## config.mk

```make
export PLATFORM = sky130hd
export DESIGN_NAME = exec_trace_buffer_flat
export DESIGN_NICKNAME = d
export VERILOG_FILES = /design/src/rtl/exec_trace_buffer_if.sv /design/src/rtl/exec_trace_buffer.sv /design/src/flat_wrapper.sv
export SDC_FILE = /design/constraint.sdc
export NUM_CORES = 1
export LEC_CHECK = 0
export ABC_AREA = 1
export BUFFER_PORTS_ARGS = -buffer_cell sky130_fd_sc_hd__buf_4
export CAP_MARGIN = 20
export CORE_AREA = 2 2 250 252
export CTS_BUF_LIST = sky130_fd_sc_hd__clkbuf_16
export DETAILED_ROUTE_END_ITERATION = 12
export DIE_AREA = 0 0 252 254
export PLACE_DENSITY = 0.66
export SLEW_MARGIN = 15
export SYNTH_ARGS = -nofsm -noshare
export SYNTH_HDL_FRONTEND = slang
export SYNTH_SLANG_ARGS = --single-unit
export TNS_END_PERCENT = 50
```

## constraint.sdc

```tcl
create_clock -name clk -period 8.3 [get_ports clk]
set_input_delay 1.66 -clock clk [delete_from_list [all_inputs] [get_ports clk]]
set_output_delay 1.66 -clock clk [all_outputs]
set_load 0.01 [all_outputs]
```

## src/rtl/exec_trace_buffer_if.sv

```systemverilog
// Core retire bus and host read port of the execution trace buffer.
// The master drives retired steps and read requests. The slave is the trace buffer itself.
interface exec_trace_buffer_if #(
    parameter int DATA_W = 8,
    parameter int IR_W   = 16
);
    localparam int REC_W = IR_W + 3*DATA_W + 1;

    logic              step_valid;
    logic [DATA_W-1:0] pc;
    logic [IR_W-1:0]   ir;
    logic              mw;
    logic [DATA_W-1:0] address_out;
    logic [DATA_W-1:0] data_out;

    logic              rd_req;
    logic [REC_W-1:0]  rd_data;
    logic              rd_valid;

    modport master (
        output step_valid, pc, ir, mw, address_out, data_out, rd_req,
        input  rd_data, rd_valid
    );

    modport slave (
        input  step_valid, pc, ir, mw, address_out, data_out, rd_req,
        output rd_data, rd_valid
    );
endinterface

```

## src/rtl/exec_trace_buffer.sv

```systemverilog
// Circular capture buffer for retired-instruction records. It supports an optional PC trigger and either wraps or stops when full.
// Records are drained oldest-first through a request/valid port, but only while capture is idle or done.
module exec_trace_buffer #(
    parameter int DATA_W = 8,
    parameter int IR_W   = 16,
    parameter int DEPTH  = 16,
    parameter int PTR_W  = 4
) (
    input  logic              clk,
    input  logic              reset,
    input  logic              arm,
    input  logic              stop,
    input  logic              cfg_wrap,
    input  logic              trig_en,
    input  logic [DATA_W-1:0] trig_pc,
    exec_trace_buffer_if.slave bus,
    output logic [PTR_W:0]    count,
    output logic [1:0]        state,
    output logic              triggered,
    output logic              overflow
);
    localparam int REC_W = IR_W + 3*DATA_W + 1;
    localparam logic [PTR_W:0]   FULL    = (PTR_W+1)'(DEPTH);
    localparam logic [PTR_W:0]   FULL_M1 = (PTR_W+1)'(DEPTH-1);
    localparam logic [PTR_W:0]   ONE_C   = (PTR_W+1)'(1);
    localparam logic [PTR_W-1:0] ONE_P   = PTR_W'(1);

    typedef enum logic [1:0] {S_IDLE, S_ARMED, S_CAPTURE, S_DONE} state_e;

    state_e            state_q, state_d;
    logic [PTR_W-1:0]  wr_ptr_q, wr_ptr_d, rd_ptr_q, rd_ptr_d;
    logic [PTR_W:0]    count_q, count_d;
    logic              triggered_q, triggered_d, overflow_q, overflow_d;
    logic              wrap_q, wrap_d;
    logic [DATA_W-1:0] trig_pc_q, trig_pc_d;
    logic              rd_valid_q, rd_valid_d;
    logic [REC_W-1:0]  rd_data_q, rd_data_d;
    logic [REC_W-1:0]  mem_q [DEPTH];
    logic              wr_en;
    logic [REC_W-1:0]  step_rec;

    assign step_rec = {bus.pc, bus.ir, bus.mw, bus.address_out, bus.data_out};

    always_comb begin
        state_d     = state_q;
        wr_ptr_d    = wr_ptr_q;
        rd_ptr_d    = rd_ptr_q;
        count_d     = count_q;
        triggered_d = triggered_q;
        overflow_d  = overflow_q;
        wrap_d      = wrap_q;
        trig_pc_d   = trig_pc_q;
        rd_valid_d  = 1'b0;
        rd_data_d   = rd_data_q;
        wr_en       = 1'b0;
        if (arm) begin
            // arm overrides stop, steps and reads in the same cycle
            state_d     = trig_en ? S_ARMED : S_CAPTURE;
            wr_ptr_d    = '0;
            rd_ptr_d    = '0;
            count_d     = '0;
            triggered_d = 1'b0;
            overflow_d  = 1'b0;
            wrap_d      = cfg_wrap;
            trig_pc_d   = trig_pc;
        end else begin
            unique case (state_q)
                S_ARMED: begin
                    if (bus.step_valid && bus.pc == trig_pc_q) begin
                        wr_en       = 1'b1;
                        wr_ptr_d    = wr_ptr_q + ONE_P;
                        count_d     = count_q + ONE_C;
                        triggered_d = 1'b1;
                        state_d     = S_CAPTURE;
                    end
                    if (stop) state_d = S_DONE;
                end
                S_CAPTURE: begin
                    if (bus.step_valid) begin
                        if (count_q == FULL) begin
                            // only reachable in wrap mode: drop the oldest record
                            if (wrap_q) begin
                                wr_en      = 1'b1;
                                wr_ptr_d   = wr_ptr_q + ONE_P;
                                rd_ptr_d   = rd_ptr_q + ONE_P;
                                overflow_d = 1'b1;
                            end
                        end else begin
                            wr_en    = 1'b1;
                            wr_ptr_d = wr_ptr_q + ONE_P;
                            count_d  = count_q + ONE_C;
                            if (!wrap_q && count_q == FULL_M1) state_d = S_DONE;
                        end
                    end
                    if (stop) state_d = S_DONE;
                end
                default: begin
                    if (bus.rd_req && count_q != '0) begin
                        rd_valid_d = 1'b1;
                        rd_data_d  = mem_q[rd_ptr_q];
                        rd_ptr_d   = rd_ptr_q + ONE_P;
                        count_d    = count_q - ONE_C;
                    end
                end
            endcase
        end
    end

    always_ff @(posedge clk or negedge reset) begin
        if (!reset) begin
            state_q     <= S_IDLE;
            wr_ptr_q    <= '0;
            rd_ptr_q    <= '0;
            count_q     <= '0;
            triggered_q <= 1'b0;
            overflow_q  <= 1'b0;
            wrap_q      <= 1'b0;
            trig_pc_q   <= '0;
            rd_valid_q  <= 1'b0;
            rd_data_q   <= '0;
        end else begin
            state_q     <= state_d;
            wr_ptr_q    <= wr_ptr_d;
            rd_ptr_q    <= rd_ptr_d;
            count_q     <= count_d;
            triggered_q <= triggered_d;
            overflow_q  <= overflow_d;
            wrap_q      <= wrap_d;
            trig_pc_q   <= trig_pc_d;
            rd_valid_q  <= rd_valid_d;
            rd_data_q   <= rd_data_d;
        end
    end

    // Storage is not reset; stale entries are never readable because count gates reads.
    always_ff @(posedge clk) begin
        if (wr_en) mem_q[wr_ptr_q] <= step_rec;
    end

    assign bus.rd_valid = rd_valid_q;
    assign bus.rd_data  = rd_data_q;
    assign count        = count_q;
    assign state        = state_q;
    assign triggered    = triggered_q;
    assign overflow     = overflow_q;
endmodule

```

## src/flat_wrapper.sv

```systemverilog
// flat-port wrapper written by rule: the top's interface ports become plain ports
module exec_trace_buffer_flat 
#(
    parameter int DATA_W = 8,
    parameter int IR_W   = 16,
    parameter int DEPTH  = 16,
    parameter int PTR_W  = 4
)
  (clk, reset, arm, stop, cfg_wrap, trig_en, trig_pc, count, state, triggered, overflow, bus_step_valid, bus_pc, bus_ir, bus_mw, bus_address_out, bus_data_out, bus_rd_req, bus_rd_data, bus_rd_valid);
  exec_trace_buffer_if #(.DATA_W(DATA_W), .IR_W(IR_W)) bus_i ();
  input  logic clk;
  input  logic reset;
  input  logic arm;
  input  logic stop;
  input  logic cfg_wrap;
  input  logic trig_en;
  input  logic [DATA_W-1:0] trig_pc;
  output logic [PTR_W:0] count;
  output logic [1:0] state;
  output logic triggered;
  output logic overflow;
  input wire logic [$bits(bus_i.step_valid)-1:0] bus_step_valid;
  input wire logic [$bits(bus_i.pc)-1:0] bus_pc;
  input wire logic [$bits(bus_i.ir)-1:0] bus_ir;
  input wire logic [$bits(bus_i.mw)-1:0] bus_mw;
  input wire logic [$bits(bus_i.address_out)-1:0] bus_address_out;
  input wire logic [$bits(bus_i.data_out)-1:0] bus_data_out;
  input wire logic [$bits(bus_i.rd_req)-1:0] bus_rd_req;
  output wire logic [$bits(bus_i.rd_data)-1:0] bus_rd_data;
  output wire logic [$bits(bus_i.rd_valid)-1:0] bus_rd_valid;
  assign bus_i.step_valid = bus_step_valid;
  assign bus_i.pc = bus_pc;
  assign bus_i.ir = bus_ir;
  assign bus_i.mw = bus_mw;
  assign bus_i.address_out = bus_address_out;
  assign bus_i.data_out = bus_data_out;
  assign bus_i.rd_req = bus_rd_req;
  assign bus_rd_data = bus_i.rd_data;
  assign bus_rd_valid = bus_i.rd_valid;
  exec_trace_buffer #(.DATA_W(DATA_W), .IR_W(IR_W), .DEPTH(DEPTH), .PTR_W(PTR_W)) u_core (.clk(clk), .reset(reset), .arm(arm), .stop(stop), .cfg_wrap(cfg_wrap), .trig_en(trig_en), .trig_pc(trig_pc), .bus(bus_i), .count(count), .state(state), .triggered(triggered), .overflow(overflow));
endmodule
```

* Yosys cells after proc, flatten, opt, wreduce, memory -nomap -nowiden *
Memory sizes are Yosys's and may differ from the RTL's. A register that Yosys moved wholly into a read port is not among the register bits.
Cells that the tools add are included.

storage, ports and cells
  register bits after elaboration = 27
  RAM bits = 656
  bits of input ports = 57
  output and inout port bits = 51
  memories kept = 1

memory list
  name          words  bits a word  rd ports  clocked after memory_dff  write ports  line                     source
  u_core.mem_q  16     41           1         1                         1            exec_trace_buffer.sv:38  logic [REC_W-1:0] mem_q [DEPTH];

cells by class
  add/subtract/negate cells = 4
  eq/ne operators = 16
  muxes and demuxes = 46
  bitwise gates (word level) = 2
  reductions and logical operators = 23

operators with widths
  operator             number
  $mux 4               10
  $mux 5               5
  $mux 1               18
  $mux 2               8
  $pmux 4 s2           2
  $ne 4x3->1 const B   3
  $reduce_and 4->1     3
  $reduce_bool 2->1    6
  $pmux 5 s2           1
  $reduce_and 5->1     2
  $ne 3x2->1 const B   3
  $add 4x1->4 const B  2
  $eq 8x8->1           1
  $ne 4x4->1 const B   2
  $ne 3x3->1 const B   2
  $reduce_bool 3->1    2
  $add 5x1->5 const B  1
  $eq 5x4->1 const B   1
  $eq 5x5->1 const B   1
  $reduce_bool 5->1    1
  $sub 5x1->5 const B  1
  $pmux 2 s2           1
  $reduce_bool 4->1    1
  $logic_and 1x1->1    3
  other kinds (9)      11

* Depth between registers and ports, before layout *
  depth in word-level cells = 8
  gate-level depth with buffers = 13
  mapped depth without buffers = 13

* Worst setup path after synthesis *
Ideal clock, no wire load.

  path kind = input-to-reg
  from = input bus_pc[7]
  to = memory u_core.mem_q[13][0] (netlist bit), enable pin
  arrival time = 4296 ps
  slack = 3564 ps
  cell stages on the path = 9
  path buffers = 1
  cells stage by stage = inv_1 -> a21boi_0 -> nand2_1 -> nor2_1 -> nand3_1 -> o21ai_0 -> nand2_1 -> buf_2 -> nor2_1

between the ends
  longest elaborated chain between the ends = 7

ends and longest elaborated chain
  what                          line                      source
  from (decl)                   flat_wrapper.sv:23        input wire logic [$bits(bus_i.pc)-1:0] bus_pc;
  $eq 8x8->1                    exec_trace_buffer.sv:69   if (bus.step_valid && bus.pc == trig_pc_q) begin
  $logic_and 1x1->1             exec_trace_buffer.sv:69
  $mux 1                        exec_trace_buffer.sv:69
  $pmux 1 s2                    exec_trace_buffer.sv:67   unique case (state_q)
  $mux 1                        exec_trace_buffer.sv:56   if (arm) begin
  $mux 1                        exec_trace_buffer.sv:137  if (wr_en) mem_q[wr_ptr_q] <= step_rec;
  $mux 1 (implied by the code)  exec_trace_buffer.sv:137
  to (decl)                     exec_trace_buffer.sv:38

No other way between the ends.

* Worst setup path after layout *
  from = input bus_pc[7]
  to = memory u_core.mem_q[11][11] (netlist bit), enable pin

Same word-level chain as after synthesis.

==> key figures <==
Setup path
  – Startpoint Class: primary input
  – Critical Path AT: 4220 ps
  – Worst setup EP type: register
  – Req. time, crit path: 8540 ps
  – Max FO, Critical Path: 23
  – Critical path class: in2reg

Power and ir drop
  – PnR Total Power: 0.00976 W
  – Leak: 11.8 nW
  – IR drop worst, VDD: 0.226 mV
  – Power density cells: 299 nW/µm²

Logic synthesis
  – Sequential share of the synthesized area: 74.8%
  – Mapped Area: 28600 µm²
  – Commonest cells in the netlist: edfxtp_1 (656), nand2_1 (565), nor2_1 (201)
  – Area leader, netlist: edfxtp_1
  – Number of synthesized register bits: 724
  – Synth area leaders: edfxtp_1 (69%), nand2_1 (7.4%), dfrtp_1 (5.9%), o21ai_0 (3.2%), nor2_1 (2.6%)
  – Synth top area share: 68.9%
  – Synth Warn #: 0
  – Syn_nets: 2341
  – Synth async-reset ratio: 9.39%
  – Most frequent cell after synthesis: edfxtp_1
  – Post-synthesis average cell area: 12.6 µm²
  – Distinct cells, synth: 31
  – Cell count after synthesis: 2273
  – Synth Flop Type: edfxtp_1
  – EDFF count, synth: 656

Cells and area
  – Area grow syn2layout: 14.2%
  – Ratio of cells with drive above 1 in the final layout: 10.9%
  – Diodes inserted: 0
  – Nets: 2424

Timing
  – Worst-margin pin slew: 1180 ps
  – Max Freq: 251 MHz
  – Period utilization: 47.9%
  – Max Slew Vio Count: 0
  – Worst setup margin: 4320 ps
  – Max-slew headroom: 21.4%
  – Setup TNS Final: 0 ps
  – Hold_ws: 503 ps
  – RSZ-0062 raised after global routing: false
  – Clock skew: 16.9 ps
  – Final Hold Vio Count: 0
  – Final Critical Period: 3980 ps
  – Setup Viol. Count Final: 0

Floorplan
  – Die height: 254 µm
  – Top Ports: 108
  – Die Area: 64000 µm²
  – Die X: 252 µm
  – Row cnt: 91
  – Core Area: 61300 µm²
  – Initial Util: 46.7%

Status
  – Status: completed

Clock tree
  – Max H-tree Level: 3
  – Post-CTS setup buffers: 0
  – Longest Clk Path Bufs: 3
  – Clk sink count: 724
  – Worst-Skew Late Latency: 600 ps
  – TritonCTS Buffers: 74
  – Resize count post-CTS: 0
  – Root buf cell: clkbuf_16
  – Cts hold-fix bufs: 0
  – CTS tree: done
  – Worst-path clk slew: 60 ps

Detailed routing
  – # DRC: 0
  – Initial DRC count: 1612
  – Final WL: 70400 µm
  – Post-DR vias/cell: 5.65
  – Routed WL per cell: 22.0 µm
  – Via count: 18100
  – DRT Pass-1 Iters: 5
  – DRT antenna net count: 0

Global routing
  – GRT Util Overall: 22.0%
  – Initial antenna violation count: 2
  – Grt total ovfl: 0
  – Vias in the first global route: 17900
  – Largest net degree at the start of global routing: 125
  – First-pass GRT wire length: 107000 µm

Placed design
  – PortBufs: 107
  – Pre-CTS setup slack: 3710 ps
  – RePlAce Congestion: 0.799
  – HPWL after detailed placement: 35200 µm

Run
  – Max-cap violations: 0

Min path
  – HP Class: reg2reg
sequential cells by signal, summed over array words and instances (netlist names):
register and count:
u_core.state 2, u_core.wrap_q 1, u_core.wr_ptr_q 4, u_core.rd_ptr_q 4
u_core.mem_q 656, u_core.count 5, u_core.overflow 1, u_core.bus.rd_valid 1
u_core.triggered 1, u_core.bus.rd_data 41, u_core.trig_pc_q 8
report_power, final:
part / total [W] / internal (W) / switching [W]
sequential: 0.00429 / 0.00414 / 0.000145
clock: 0.00329 / 0.00196 / 0.00133
combinational: 0.00218 / 0.000709 / 0.00147
total: 0.00976 / 0.00681 / 0.00294
layout by cell type, fill, tap and decap left out, drive strengths merged:
| cell type | synthesis | final |
|---|---|---|
| xor2 | 6 | 6 |
| o31ai | 1 | 1 |
| o21ai | 265 | 265 |
| o22ai | 83 | 83 |
| o211ai | 1 | 1 |
| nand4 | 2 | 2 |
| nand3 | 19 | 19 |
| a21boi | 1 | 1 |
| ha | 10 | 10 |
| a31oi | 1 | 1 |
| nand2 | 565 | 565 |
| fa | 1 | 1 |
| buf | 50 | 141 |
| dfrtp | 68 | 68 |
| a211oi | 41 | 41 |
| a21oi | 131 | 131 |
| nor3 | 1 | 1 |
| bufinv | 0 | 7 |
| nor2 | 201 | 201 |
| clkinv | 0 | 29 |
| mux2i | 41 | 41 |
| o21a | 1 | 1 |
| edfxtp | 656 | 656 |
| a22oi | 1 | 1 |
| clkbuf | 84 | 81 |
| inv | 42 | 62 |
| or2 | 1 | 1 |
through the flow:
step / utilization [%] / area [µm²] / cells
2_1_floorplan: - / 28600 / 2273
3_3_place_gp: 49.3 / 30200 / 3068
3_5_place_dp: 49.3 / 30200 / 3068
4_1_cts: 53.3 / 32600 / 3205
5_1_grt: 53.3 / 32700 / 3207
6_report: 53.3 / 32700 / 3207
final cells by class:
class                           instances  area [µm²]
Clock buffer                           81        2030
Tap cell                              790         988
Sequential cell                       724       21400
Inverter                               42         166
Fill cell                            5072       28600
Clock inverter                         56         402
Timing Repair Buffer                  141        1080
Multi-Input combinational cell       1373        6600
cells by family (layout without fill, tap and decap cells):
kind of cell	Yosys count	count (layout)	share of synthesized area [%]
buf+inv	176	320	2.62
flops	724	724	74.8
mux	41	41	1.43
compound gates	526	526	9.97
fa+ha+maj	11	11	0.507
simple gates	789	789	10.5
xor+xnor	6	6	0.184
path summary, 6_finish.rpt:
kind / start / endpoint / depth (start not counted) / slack [ps]
max: bus_pc[7] / u_core.mem_q[11][11] / 11 / 4320
min: u_core.trig_pc_q[2] / u_core.trig_pc_q[2] / 2 / 500
max reg2reg: u_core.rd_ptr_q[0] / u_core.bus.rd_data[6] / 8 / 5020
min reg2reg: u_core.trig_pc_q[2] / u_core.trig_pc_q[2] / 2 / 500
max in group asynchronous: reset / u_core.rd_ptr_q[0] / 2 / 6060
min in group asynchronous: reset / u_core.bus.rd_data[30] / 1 / 1000
metal layers:
metal,up-vias,track usage (%),wire length [µm]
met5,-,0,13
met4,2,6.46,1270
met3,95,3.20,5030
met2,700,35.9,33700
met1,9006,31.0,30500
li1,8308,-,-
worst max-delay path, cell delays in order:
cell and delay (ps):
buf_4 240, inv_1 60, a21boi_0 160, nand2_1 70, nor2_1 90, nand3_1 140
o21ai_0 250, nand2_1 80, buf_4 250, nor2_4 670, buf_4 510
No activity file was read; power rests on OpenSTA's default activity.
